File: src/rtl/alu_pkg.sv
// Shared types and encodings for the ALU issue slice: op codes, RV32I field
// constants and the decoded-operation record held in the skid buffer.
package alu_pkg;

    typedef enum logic [31:0] {
        ALU_ADD = 32'd0,
        ALU_SUB = 32'd1,
        ALU_AND = 32'd2,
        ALU_OR  = 32'd3,
        ALU_XOR = 32'd4
    } alu_control_t;

    localparam logic [6:0] OPC_OP     = 7'b0110011;
    localparam logic [6:0] OPC_OP_IMM = 7'b0010011;

    localparam logic [2:0] F3_ADD_SUB = 3'b000;
    localparam logic [2:0] F3_XOR     = 3'b100;
    localparam logic [2:0] F3_OR      = 3'b110;
    localparam logic [2:0] F3_AND     = 3'b111;

    localparam logic [6:0] F7_BASE = 7'b0000000;
    localparam logic [6:0] F7_ALT  = 7'b0100000;

    typedef struct packed {
        alu_control_t control;
        logic [31:0]  operand1;
        logic [31:0]  operand2;
        logic         illegal;
    } alu_op_t;

endpackage

File: src/rtl/alu_decode.sv
// Combinational decode of the RV32I integer ALU subset into an alu_op_t.
// Unsupported encodings produce an ADD of zeros flagged as illegal.
module alu_decode
    import alu_pkg::*;
(
    input  logic [31:0] instr_i,
    input  logic [31:0] rs1_i,
    input  logic [31:0] rs2_i,
    output alu_op_t     op_o
);

    logic [6:0]   opcode;
    logic [2:0]   funct3;
    logic [6:0]   funct7;
    logic [31:0]  imm;
    alu_control_t ctrl;
    logic         legal;
    logic         use_imm;
    logic         unused_fields;

    assign opcode = instr_i[6:0];
    assign funct3 = instr_i[14:12];
    assign funct7 = instr_i[31:25];
    assign imm    = {{20{instr_i[31]}}, instr_i[31:20]};

    // rd and rs1 index fields are resolved upstream by the register read
    assign unused_fields = ^{instr_i[11:7], instr_i[19:15]};

    always_comb begin
        ctrl    = ALU_ADD;
        legal   = 1'b0;
        use_imm = 1'b0;
        case (opcode)
            OPC_OP: begin
                case (funct3)
                    F3_ADD_SUB: begin
                        if (funct7 == F7_BASE) begin
                            ctrl  = ALU_ADD;
                            legal = 1'b1;
                        end else if (funct7 == F7_ALT) begin
                            ctrl  = ALU_SUB;
                            legal = 1'b1;
                        end
                    end
                    F3_XOR: begin ctrl = ALU_XOR; legal = (funct7 == F7_BASE); end
                    F3_OR:  begin ctrl = ALU_OR;  legal = (funct7 == F7_BASE); end
                    F3_AND: begin ctrl = ALU_AND; legal = (funct7 == F7_BASE); end
                    default: ;
                endcase
            end
            OPC_OP_IMM: begin
                use_imm = 1'b1;
                legal   = 1'b1;
                case (funct3)
                    F3_ADD_SUB: ctrl = ALU_ADD;
                    F3_XOR:     ctrl = ALU_XOR;
                    F3_OR:      ctrl = ALU_OR;
                    F3_AND:     ctrl = ALU_AND;
                    default:    legal = 1'b0;
                endcase
            end
            default: ;
        endcase

        if (legal) begin
            op_o.control  = ctrl;
            op_o.operand1 = rs1_i;
            op_o.operand2 = use_imm ? imm : rs2_i;
            op_o.illegal  = 1'b0;
        end else begin
            op_o.control  = ALU_ADD;
            op_o.operand1 = '0;
            op_o.operand2 = '0;
            op_o.illegal  = 1'b1;
        end
    end

endmodule

File: src/rtl/alu_issue.sv
// Decodes incoming ALU instructions and presents them to execute from a
// 2-entry skid buffer; in_ready is registered so upstream sees no comb path.
module alu_issue
    import alu_pkg::*;
#(
    parameter int DEPTH = 2,
    parameter int XLEN  = 32
) (
    input  logic            clk,
    input  logic            rst_n,
    input  logic            flush,
    input  logic            in_valid,
    output logic            in_ready,
    input  logic [XLEN-1:0] instr,
    input  logic [XLEN-1:0] rs1_data,
    input  logic [XLEN-1:0] rs2_data,
    output logic            out_valid,
    input  logic            out_ready,
    output logic [31:0]     alu_control,
    output logic [XLEN-1:0] operand1,
    output logic [XLEN-1:0] operand2,
    output logic [4:0]      shamt,
    output logic            illegal
);

    localparam logic [1:0] FULL = 2'(DEPTH);

    alu_op_t    dec_op;
    alu_op_t    mem_q [DEPTH];
    alu_op_t    head;
    logic       wr_ptr_q, wr_ptr_d;
    logic       rd_ptr_q, rd_ptr_d;
    logic [1:0] cnt_q, cnt_d;
    logic       in_ready_q;
    logic       accept, issue;

    alu_decode u_dec (
        .instr_i (instr),
        .rs1_i   (rs1_data),
        .rs2_i   (rs2_data),
        .op_o    (dec_op)
    );

    assign accept = in_valid && in_ready_q;
    assign issue  = out_valid && out_ready;

    always_comb begin
        cnt_d    = cnt_q;
        wr_ptr_d = wr_ptr_q;
        rd_ptr_d = rd_ptr_q;
        if (flush) begin
            cnt_d    = '0;
            wr_ptr_d = 1'b0;
            rd_ptr_d = 1'b0;
        end else begin
            if (accept) wr_ptr_d = ~wr_ptr_q;
            if (issue)  rd_ptr_d = ~rd_ptr_q;
            case ({accept, issue})
                2'b10:   cnt_d = cnt_q + 2'd1;
                2'b01:   cnt_d = cnt_q - 2'd1;
                default: ;
            endcase
        end
    end

    always_ff @(posedge clk or negedge rst_n) begin
        if (!rst_n) begin
            for (int i = 0; i < DEPTH; i++) mem_q[i] <= '0;
            wr_ptr_q   <= 1'b0;
            rd_ptr_q   <= 1'b0;
            cnt_q      <= '0;
            in_ready_q <= 1'b1;
        end else begin
            if (accept && !flush) mem_q[wr_ptr_q] <= dec_op;
            wr_ptr_q   <= wr_ptr_d;
            rd_ptr_q   <= rd_ptr_d;
            cnt_q      <= cnt_d;
            in_ready_q <= (cnt_d != FULL);
        end
    end

    assign head        = mem_q[rd_ptr_q];
    assign in_ready    = in_ready_q;
    assign out_valid   = (cnt_q != 2'd0);
    assign alu_control = head.control;
    assign operand1    = head.operand1;
    assign operand2    = head.operand2;
    assign shamt       = head.operand2[4:0];
    assign illegal     = head.illegal;

endmodule

File: config.mk
export PLATFORM = sky130hd
export DESIGN_NAME = alu_issue
export DESIGN_NICKNAME = d
export VERILOG_FILES = /design/src/rtl/alu_pkg.sv /design/src/rtl/alu_decode.sv /design/src/rtl/alu_issue.sv
export SDC_FILE = /design/constraint.sdc
export NUM_CORES = 1
export LEC_CHECK = 0
export BUFFER_PORTS_ARGS = -buffer_cell sky130_fd_sc_hd__buf_2
export CAP_MARGIN = 20
export CORE_MARGIN = 2
export CORE_UTILIZATION = 32
export DETAILED_ROUTE_END_ITERATION = 7
export GPL_TIMING_DRIVEN = 0
export PLACE_DENSITY = 0.63
export SYNTH_ARGS = -nofsm -noshare
export SYNTH_HDL_FRONTEND = slang
export SYNTH_HIERARCHICAL = 1
export SYNTH_SLANG_ARGS = --single-unit
File: constraint.sdc
create_clock -name clk -period 1.8 [get_ports clk]
set_input_delay 0.54 -clock clk [delete_from_list [all_inputs] [get_ports clk]]
set_output_delay 0.54 -clock clk [all_outputs]
set_load 0.02 [all_outputs]
== After elaboration in Yosys (flattened, before gate mapping) ==
Index checks and enable logic that the tools add are counted.

* Output and inout bits: 104
* Memories kept: 0
* Input bits: 101
* RAM bits: 0
* Logic and storage cells: 67
* Memory bits (read-only): 0
* Bits in latches: 0
* Bits in registers: 199

* Multipliers: 0
* Equal/unequal tests: 9
* Magnitude comparators: 3
* Muxes and demuxes: 25
* Shift operators: 0
* $add $sub $neg: 2
* Reduce and logical (&&, ||, !) cells: 12
* Bitwise operators: 4
* Divide/modulo/power cells: 0

{| class="wikitable"
|+ Operators with widths
! kind !! number
|-
| two-way mux 97 bit || 5
|-
| bitwise mux 194 bit || 1
|-
| one-hot mux 32 bit (4 select lines) || 1
|-
| demux 97 bit (select 1 bit) || 1
|-
| two-way mux 32 bit || 2
|-
| one-hot mux 32 bit (2 select lines) || 1
|-
| == test 7 x 6 -> 1 bit, second input constant || 2
|-
| == test 3 bit, second input constant || 3
|-
| two-way mux 1 bit || 9
|-
| one-hot mux 3 bit (3 select lines) || 1
|-
| == test 7 x 5 -> 1 bit, second input constant || 1
|-
| zero test 7 bit || 1
|-
| nonzero test 2 bit || 3
|-
| >= comparator 2 bit, second input constant || 2
|-
| logical AND 1 bit || 4
|-
| inverter 1 -> 2 bit || 2
|-
| one-hot mux 1 bit (2 select lines) || 2
|-
| one-hot mux 2 bit (2 select lines) || 1
|-
| OR reduction 4 bit || 1
|-
| zero test 3 bit || 1
|-
| OR reduction 3 bit || 1
|-
| adder 2 x 1 -> 2 bit, second input constant || 1
|-
| == test 2 x 1 -> 1 bit, second input constant || 1
|-
| == test 2 bit, second input constant || 1
|-
| other kinds (6) || 7
|}

== Logic depth before layout (Yosys ltp) ==
Gate-level depths: netlist of run 1.

* Word-level depth: 7
* Gate-level depth with buffers: 7

== Modules after synthesis ==
The synthesis of run 1 kept the hierarchy.

{| class="wikitable"
|+ By module, submodules not included
! module !! times used !! cells each !! area an instance (sq um) !! seq. area each (sq um)
|-
| alu_issue || 1 || 546 || 8638.3 || 4981.0
|-
| alu_decode || 1 || 175 || 1133.6 || 0.0
|}

== Worst setup path after synthesis of run 1 ==
Ideal clock, no wire load.

* Path kind: register to output
* Start: register rd_ptr_q
* End: output alu_control[17]
* Path buffers: 3
* Stages on the path, launching flop included: 5
* Arrival: 1349 ps
* Path slack: -89 ps
* Cells stage by stage: dfrtp_1 > clkbuf_1 > buf_2 > buf_2 > mux2_2

* Cells in the longest elaborated chain, start to end: 4

{| class="wikitable"
|+ RTL lines
! what !! RTL line !! text
|-
| start: declaration || alu_issue.sv:32 || <nowiki>logic rd_ptr_q, rd_ptr_d;</nowiki>
|-
| start signal: assignment || alu_issue.sv:76 || <nowiki>rd_ptr_q <= rd_ptr_d;</nowiki>
|-
| inverter 1 -> 2 bit (not written as such) || alu_issue.sv:82 || <nowiki>assign head = mem_q[rd_ptr_q];</nowiki>
|-
| two-way mux 97 bit (not written as such) (3 in a row) || alu_issue.sv:82 ||
|-
| end: declaration || alu_issue.sv:19 || <nowiki>output logic [31:0] alu_control,</nowiki>
|}

No other way between the ends. The select of a mux whose other input is x is not followed.

== Worst setup path in the final report of run 1 ==
* Start: register rd_ptr_q
* End: output operand1[11]

* Cells in the longest elaborated chain, start to end: 4

{| class="wikitable"
|+ RTL lines
! what !! RTL line !! text
|-
| inverter 1 -> 2 bit (not written as such) || alu_issue.sv:82 ||
|-
| two-way mux 97 bit (not written as such) (3 in a row) || alu_issue.sv:82 ||
|-
| end: declaration || alu_issue.sv:20 || <nowiki>output logic [XLEN-1:0] operand1,</nowiki>
|}

No other way between the ends. The select of a mux whose other input is x is not followed.

==> results of run 1 <==
[registers in the layout, summed over array words and instances (netlist names)]
signal	count
cnt_q	2
in_ready	1
mem_q	194
rd_ptr_q	1
wr_ptr_q	1
[report_power, final]
| group | leakage, nW | switching, mW | internal, mW | total [mW] |
|---|---|---|---|---|
| Combinational | 3.40 | 1.84 | 2.14 | 3.99 |
| Clock | 0.292 | 1.91 | 2.11 | 4.02 |
| Sequential | 2.64 | 0.299 | 5.09 | 5.38 |
[worst max-delay path: stages (launching register included)]
cell,delay [ns]
dfrtp_1,0.36
buf_8,0.15
buf_12,0.14
buf_12,0.14
mux2_2,0.34
buf_2,0.16
[routing by layer]
layer	wire length (um)	GRT usage [%]	share of wire [%]
met2	10600	23.6	46
met5	26	0	0.11
met3	1500	3.99	6.5
met1	10900	19.4	47
met4	276	4.91	1.2
[area by class of cell]
cell class	instances	area share, %
buffer	79	5.68
clock buffer	17	3.35
clock inverter	15	1.41
timing repair buffer	214	11.2
tap	390	3.84
sequential	199	39.2
inverter	2	0.0590
multi-input combinational	469	35.3
[stage by stage]
stage / setup WS [ns] / area (um2)
final: -0.475 / 12700
after global placement: -3.33 / 11300
after detailed placement: -1.06 / 11400
after floorplan: 0.000466 / 9890
after global routing: -0.550 / 12700
after CTS: -0.515 / 12400
[layout by cell type (no fill, tap or decap), drive strengths merged, types with 2 or more instances in the layout]
| master | instances |
|---|---|
| a21oi | 35 |
| and2 | 32 |
| and3 | 2 |
| buf | 284 |
| bufinv | 2 |
| clkbuf | 26 |
| clkinvlp | 2 |
| conb | 29 |
| dfrtp | 198 |
| inv | 12 |
| mux2 | 291 |
| nand2 | 35 |
| nand2b | 2 |
| nand3 | 14 |
| nand4b | 2 |
| nor2 | 3 |
| nor2b | 2 |
| nor3 | 4 |
| nor4b | 3 |
| or2 | 3 |
| xnor2 | 3 |
[cells by family (layout without fill, tap and decap cells)]
group | count (synthesis) | count (layout)
xor+xnor | 4 | 4
compound gates | 39 | 39
buf+inv | 81 | 327
other cells | 1 | 29
mux | 291 | 291
fa+ha+maj | 1 | 1
flops | 199 | 199
simple gates | 105 | 105
[worst paths after layout]
kind / start / endpoint / slack [ns]
setup / recovery: rd_ptr_q / operand1[11] / -0.48
hold / removal: rst_n / mem_q[4] / 0.09
setup reg to reg: in_ready / mem_q[170] / 0.09
hold reg to reg: mem_q[163] / mem_q[163] / 0.49
max in group asynchronous: rst_n / mem_q[141] / 0.73
min in group clk: flush / rd_ptr_q / 0.37
[timing repair]
item	CTS	global route
pin swaps	3	3
resized for setup	77	70
endpoints found under the setup margin	231	199
hold endpoints to repair	0	0
gates cloned	1	1
buffers inserted	13	4
==> impl_metrics.csv, run 1 <==
group,metric,value,unit
floorplan,die_h,179,um
place,place.gp.congestion,0.750,
global_route,grt_use_total,14.8,%
global_route,grt_max_degree,105,
setup_path,required,1.26,ns
clock_network,holdBufCountCts,0,
setup_path,worstSetupPathType,"flip-flop to primary output",
yosys,synthCells,721,
final_layout,fill_cells,2831,
yosys,synth_area,0.00977,mm2
yosys,synthTopCellsByArea,"dfrtp_1, mux2_2, mux2_1",
clock_network,cts_tree,"yes",
yosys,synth.most_common_cell,"mux2_2",
clock_network,cts-root-buf,"clkbuf_16",
sta,max_slew_margin,42.1,%
detailed_routing,detail_route.wl_per_cell,16.8,um
floorplan,coreArea,0.0299,mm2
yosys,synth_common_cells,"mux2_2, dfrtp_1, buf_4",
sta,tightest_slew,0.868,ns
place,place_inst,1334,
final_layout,final_cells,1385,
setup_path,cp-end-kind,"primary output",
status,status,"finished with violations",
yosys,synth_top_cell_by_area,"dfrtp_1",
final_layout,multiInputGateArea,0.00449,mm2
final_layout,antennaDiodeCount,0,
setup_path,critPathMaxFanout,10,
status,violations,"setup timing",
floorplan,ios,205,
yosys,synth_top_area_share,50.7,%
detailed_routing,drtPass1Iterations,4,
pwr,power_per_cell_area,1050,mW/mm2
job,maxCapViolCount,0,
global_route,grt_pass1_wl,35700,um
global_route,first_global_vias,6432,
final_layout,final_nets,1084,
yosys,synth_seq_area_share,51.0,%
yosys,yosys.cell_types.count,42,
final_layout,areaGrowthSynthToFinish,30.1,%
yosys,yosys-mux-area-fraction,33.5,%
floorplan,dieArea,0.0320,mm2
yosys,ys_ff_latch,199,
global_route,antenna_found_initial,2,
sta,period_share,126,%
detailed_routing,ant_nets,0,
floorplan,chipWidth,179,um
sta,drv_slew,0,
clock_network,cts.reportedPaths.clkPinSlew,0.08,ns
sta,finalWorstSetupSlack,-0.475,ns
detailed_routing,wirelength,23300,um
sta,fin_setup_tns,-43.12,ns
clock_network,clock_latency,0.44,ns
sta,hold_viol_final,0,
detailed_routing,via_count,6263,
final_layout,layout-drive-gt1-share,62.6,%
yosys,synth.avg_cell_area,13.6,um2
pwr,ir_worst_vdd,0.896,mV
sta,holdWs,0.0894,ns
setup_path,reg2reg_depth,6,
sta,fmax,440,MHz
floorplan,initial_core_util,32.7,%
setup_path,arrival,1.74,ns
clock_network,numClockSinks,199,
yosys,synth_xor_area_share,0.359,%
yosys,synth-async-reset-ratio,100,%
pwr,total_power,13.4,mW
final_layout,regArea,0.00498,mm2
sta,rsz0062_at_grt,"yes",
yosys,yosysWarnings,6,
detailed_routing,viasPerCell,4.52,
clock_network,htree_levels,4,
final_layout,post-route-util,42.6,%
yosys,synthSimpleGateAreaFrac,6.31,%
sta,finalClockSkew,0.00822,ns
floorplan,num_rows,63,
place,io_buffers,194,
place,hpwl,16600,um
detailed_routing,drc_errors,0,
yosys,synth_fa_ha_area_share,0.128,%
sta,setup_viol,102,
clock_network,numCtsBuffers,17,
setup_path,startpoint_type,"flip-flop",
yosys,synth_edf_count,0,
yosys,ys.flop_type,"dfrtp_1",
yosys,synth_compound_area_share,3.01,%
clock_network,clock_path_buffers,2,
yosys,synth_top_family_by_area,"multiplexers",
hold_path,min_path_type,"input port to asynchronous set/reset pin",
detailed_routing,drt_iter0_markers,245,
global_route,grt.overflow.total,0,
sta,min_period,2.28,ns
pwr,power.leakage,6.34,nW
(Power assumes the default switching activity.)
==> run 2, diff against run 1 <==
--- a/config.mk
+++ b/config.mk
@@ -11,7 +11,7 @@
 export CORE_UTILIZATION = 32
 export DETAILED_ROUTE_END_ITERATION = 7
 export GPL_TIMING_DRIVEN = 0
-export PLACE_DENSITY = 0.63
+export PLACE_DENSITY = 0.49
 export SYNTH_ARGS = -nofsm -noshare
 export SYNTH_HDL_FRONTEND = slang
 export SYNTH_HIERARCHICAL = 1
==> impl_metrics.csv, run 2 (synthesis gave the netlist of run 1 again) <==
group,metric,value,unit
setup_path,arrival,1.73,ns
status,violations,"setup timing",
detailed_routing,drtPass1Iterations,4,
final_layout,final_area,0.0128,mm2
place,placedInstanceArea,0.0114,mm2
pwr,power_per_cell_area,1040,mW/mm2
pwr,p_sw_share,30.8,%
floorplan,coreArea,0.0299,mm2
final_layout,final_nets,1084,
final_layout,final_cell_mix,"mux2_2, dfrtp_1, buf_2, buf_6, buf_4",
place,place.gp.congestion,0.740,
place,dp_slack,-0.986,ns
detailed_routing,detail_route.wl_per_cell,17.3,um
pwr,p_switching,4.12,mW
final_layout,top_regs,"mem_q: 194 flops, cnt_q: 2 flops",
pwr,ir_worst_vdd,0.701,mV
job,maxCapViolCount,0,
clock_network,numCtsBuffers,17,
final_layout,layout_commonest_cell,"mux2_2",
sta,fmax,440,MHz
sta,setup_viol,102,
pwr,combPwrFrac,30.3,%
final_layout,layout-drive-gt1-share,62.3,%
final_layout,areaGrowthSynthToFinish,31.4,%
clock_network,clock_path_buffers,2,
final_layout,fill_cells,2853,
global_route,grt_max_degree,75,
clock_network,cts_tree,"yes",
final_layout,antennaDiodeCount,0,
clock_network,htree_levels,4,
floorplan,chipWidth,179,um
global_route,first_global_vias,6540,
clock_network,cts-root-buf,"clkbuf_16",
place,hpwl,16800,um
status,status,"finished with violations",
pwr,seqPwrFrac,40.3,%
floorplan,ios,205,
sta,finalWorstSetupSlack,-0.472,ns
floorplan,die_h,179,um
detailed_routing,drc_errors,0,
setup_path,cp-end-kind,"primary output",
sta,drv_slew,0,
floorplan,num_rows,63,
global_route,grt_use_total,15.2,%
setup_path,worstSetupPathType,"flip-flop to primary output",
sta,finalClockSkew,0.00976,ns
pwr,pwr-share-clk,29.3,%
floorplan,dieArea,0.0320,mm2
hold_path,min_path_type,"input port to asynchronous set/reset pin",
pwr,power.leakage,6.37,nW
sta,fin_setup_tns,-42.64,ns
clock_network,holdBufCountCts,0,
sta,period_share,126,%
final_layout,largest_register,"mem_q",
pwr,p_int,9.24,mW
final_layout,post-route-util,43.0,%
floorplan,initial_core_util,32.7,%
global_route,grt_pass1_wl,36900,um
sta,max_slew_margin,49.1,%
setup_path,startpoint_type,"flip-flop",
detailed_routing,wirelength,24000,um
detailed_routing,viasPerCell,4.55,
global_route,antenna_found_initial,0,
global_route,grt.overflow.total,0,
place,io_buffers,194,
clock_network,cts.reportedPaths.clkPinSlew,0.08,ns
detailed_routing,via_count,6300,
detailed_routing,ant_nets,0,
setup_path,critPathMaxFanout,8,
sta,rsz0062_at_grt,"yes",
clock_network,numClockSinks,199,
final_layout,largest_reg_flops,194,
detailed_routing,drt_iter0_markers,183,
setup_path,required,1.26,ns
sta,tightest_slew,0.763,ns
clock_network,clock_latency,0.43,ns
final_layout,multiInputGateArea,0.00451,mm2
sta,min_period,2.27,ns
sta,hold_viol_final,0,
final_layout,regArea,0.00498,mm2
==> run 2: final cells by class <==
type                       count  area share [%]
clock inverter                13            1.23
multi-input combinational    469            35.1
tap                          390            3.80
inverter                       2          0.0584
buffer                        79            5.83
clock buffer                  19            3.37
sequential                   199            38.8
timing repair buffer         214            11.8
==> run 2: metrics by stage <==
stage	total power, mW	hold slack, ns	std cells
6_report	13.4	0.000633	1385
4_1_cts	13.4	0.0205	1378
5_1_grt	14.1	0.0186	1385
2_1_floorplan	7.63	0.244	749
3_3_place_gp	8.74	0.464	1333
3_5_place_dp	8.79	0.471	1335
==> run 2: power by group through the flow <==
stage | clock, mW | combinational, mW | sequential [mW]
after floorplan | 0 | 2.25 | 5.38
after global placement | 0 | 3.28 | 5.46
after detailed placement | 0 | 3.32 | 5.48
after CTS | 4.08 | 3.90 | 5.38
after global routing | 4.24 | 4.35 | 5.48
final | 3.92 | 4.05 | 5.39
==> run 2: worst max-delay path, stage by stage (launching register included) <==
cell and delay (ns):
dfrtp_1 0.39, buf_8 0.16, buf_12 0.15, clkbuf_16 0.16, mux2_4 0.30, buf_6 0.13
==> run 2: path summary, 6_finish.rpt <==
check                           slack [ns]              end        from  cells past startpoint
worst max-delay path                 -0.47  alu_control[17]    rd_ptr_q                      5
worst min-delay path                0.0006         mem_q[5]       rst_n                      1
worst max register to register        0.08        mem_q[88]    in_ready                      5
worst min register to register        0.48       mem_q[156]  mem_q[156]                      1
max in group asynchronous             0.67        mem_q[66]       rst_n                      3
min in group clk                      0.36         cnt_q[1]       flush                      2
==> run 2: repair_timing <==
action | in CTS | in global routing
gates resized for setup | 113 | 72
pin swaps | 2 | 1
buffers inserted | 11 | 5
gates cloned | 0 | 2
endpoints found under the setup margin | 233 | 218
==> run 2: per-layer routing <==
metal | up-vias | wire length [um] | global-route usage [%]
li1 | 3002 | - | -
met1 | 3134 | 11500 | 20.9
met2 | 154 | 10800 | 23.9
met3 | 10 | 1500 | 4.13
met4 | 0 | 147 | 3.15
met5 | - | 0 | 0
==> run 3, diff against run 2 <==
--- a/config.mk
+++ b/config.mk
@@ -10,8 +10,7 @@
 export CORE_MARGIN = 2
 export CORE_UTILIZATION = 32
 export DETAILED_ROUTE_END_ITERATION = 7
-export GPL_TIMING_DRIVEN = 0
-export PLACE_DENSITY = 0.49
+export PLACE_DENSITY = 0.62
 export SYNTH_ARGS = -nofsm -noshare
 export SYNTH_HDL_FRONTEND = slang
 export SYNTH_HIERARCHICAL = 1
==> impl_metrics.csv, run 3 (synthesis gave the netlist of run 1 again) <==
group,metric,value,unit
floorplan,coreArea,0.0299,mm2
floorplan,num_rows,63,
final_layout,layout-drive-gt1-share,61.6,%
pwr,combPwrFrac,29.0,%
detailed_routing,viasPerCell,4.58,
global_route,grt_pass1_wl,34400,um
detailed_routing,drtPass1Iterations,4,
global_route,grt.overflow.total,0,
clock_network,cts-root-buf,"clkbuf_16",
sta,holdWs,0.0279,ns
status,violations,"setup timing",
place,hpwl,14600,um
floorplan,die_h,179,um
detailed_routing,drc_errors,0,
setup_path,required,1.26,ns
final_layout,largest_register,"mem_q",
clock_network,numClockSinks,199,
sta,period_share,126,%
setup_path,r2r_end,"mem_q[112]",
detailed_routing,ant_nets,0,
clock_network,clock_path_buffers,2,
floorplan,dieArea,0.0320,mm2
final_layout,final_nets,1056,
floorplan,initial_core_util,32.7,%
sta,fmax,440,MHz
hold_path,min_path_type,"input port to asynchronous set/reset pin",
final_layout,layout_commonest_cell,"mux2_2",
global_route,antenna_found_initial,0,
sta,min_period,2.27,ns
pwr,total_power,13.2,mW
setup_path,r2r-start,"in_ready",
setup_path,startpoint_type,"flip-flop",
final_layout,final_cell_mix,"mux2_2, dfrtp_1, buf_2, buf_4, mux2_4",
pwr,ir_worst_vdd,0.603,mV
setup_path,worstSetupPathType,"flip-flop to primary output",
setup_path,critPathMaxFanout,20,
place,dp_slack,-0.400,ns
setup_path,cp-end-kind,"primary output",
final_layout,final_area,0.0127,mm2
global_route,grt_use_total,13.8,%
final_layout,areaGrowthSynthToFinish,29.6,%
sta,finalClockSkew,0.0104,ns
place,placedInstanceArea,0.0114,mm2
status,status,"finished with violations",
setup_path,arrival,1.73,ns
pwr,p_sw_share,29.2,%
pwr,p_switching,3.85,mW
pwr,pwr-share-clk,30.1,%
clock_network,cts.reportedPaths.clkPinSlew,0.07,ns
global_route,grt_max_degree,46,
detailed_routing,drt_iter0_markers,218,
sta,setup_viol,112,
job,maxCapViolCount,0,
clock_network,clock_latency,0.42,ns
sta,drv_slew,0,
final_layout,final_cells,1356,
clock_network,numCtsBuffers,17,
floorplan,ios,205,
pwr,p_int,9.34,mW
pwr,power_per_cell_area,1040,mW/mm2
sta,finalWorstSetupSlack,-0.471,ns
final_layout,post-route-util,42.4,%
place,place.gp.congestion,0.761,
sta,fin_setup_tns,-44.85,ns
place,place_inst,1301,
setup_path,r2r_slack,-0.02,ns
global_route,first_global_vias,6534,
setup_path,reg2reg_depth,6,
sta,hold_viol_final,0,
pwr,power.leakage,6.25,nW
clock_network,cts_tree,"yes",
place,io_buffers,194,
final_layout,top_regs,"mem_q: 194 flops, cnt_q: 2 flops",
floorplan,chipWidth,179,um
detailed_routing,detail_route.wl_per_cell,17.5,um
final_layout,antennaDiodeCount,0,
pwr,seqPwrFrac,40.9,%
clock_network,htree_levels,4,
final_layout,largest_reg_flops,194,
sta,rsz0062_at_grt,"yes",
detailed_routing,wirelength,23700,um
detailed_routing,via_count,6216,
## run 3: critical path: stages (launching register included)
cell,delay [ns]
dfrtp_4,0.43
buf_12,0.16
buf_16,0.18
mux2_2,0.36
buf_2,0.16
## run 3: timing repair
action	4_1_cts	5_1_grt
endpoints found under the setup margin	107	187
hold buffers	0	0
gates cloned	0	14
setup buffers	2	8
pin swaps	0	1
gates resized for setup	11	91
## run 3: worst max-delay path by stage
stage | from | endpoint | slack, ns | cells past startpoint
after detailed placement | instr[3] | mem_q[67] | -0.40 | 7
after global placement | instr[3] | mem_q[67] | -0.36 | 7
after floorplan | instr[26] | mem_q[100] | 0.0005 | 6
final | rd_ptr_q | operand1[12] | -0.47 | 4
after global routing | rd_ptr_q | operand1[13] | -0.53 | 4
after CTS | rd_ptr_q | alu_control[0] | -0.50 | 3
## run 3: layer usage
metal | up-vias | global-route usage, % | routed length, um
met5 | - | 0 | 0
li1 | 2939 | - | -
met3 | 6 | 3.77 | 1350
met2 | 141 | 22.8 | 11300
met4 | 0 | 3.25 | 155
met1 | 3130 | 17.9 | 10900
## run 3: cell type report
cell class | instances | area, um2
repair buffers | 265 | 2070
flip-flops and latches | 199 | 4980
well taps | 390 | 488
clock inverters | 11 | 151
inverters | 2 | 7.51
multi-input cells | 469 | 4510
clock buffers | 20 | 447
fillers | 2802 | 17200
## run 3: power by group through the flow
stage	clock network (mW)	registers [mW]	logic, mW
after floorplan	0	5.38	2.25
after global placement	0	5.46	3.18
after detailed placement	0	5.49	3.20
after CTS	4.13	5.39	3.27
after global routing	4.29	5.47	4.09
final	3.98	5.39	3.83
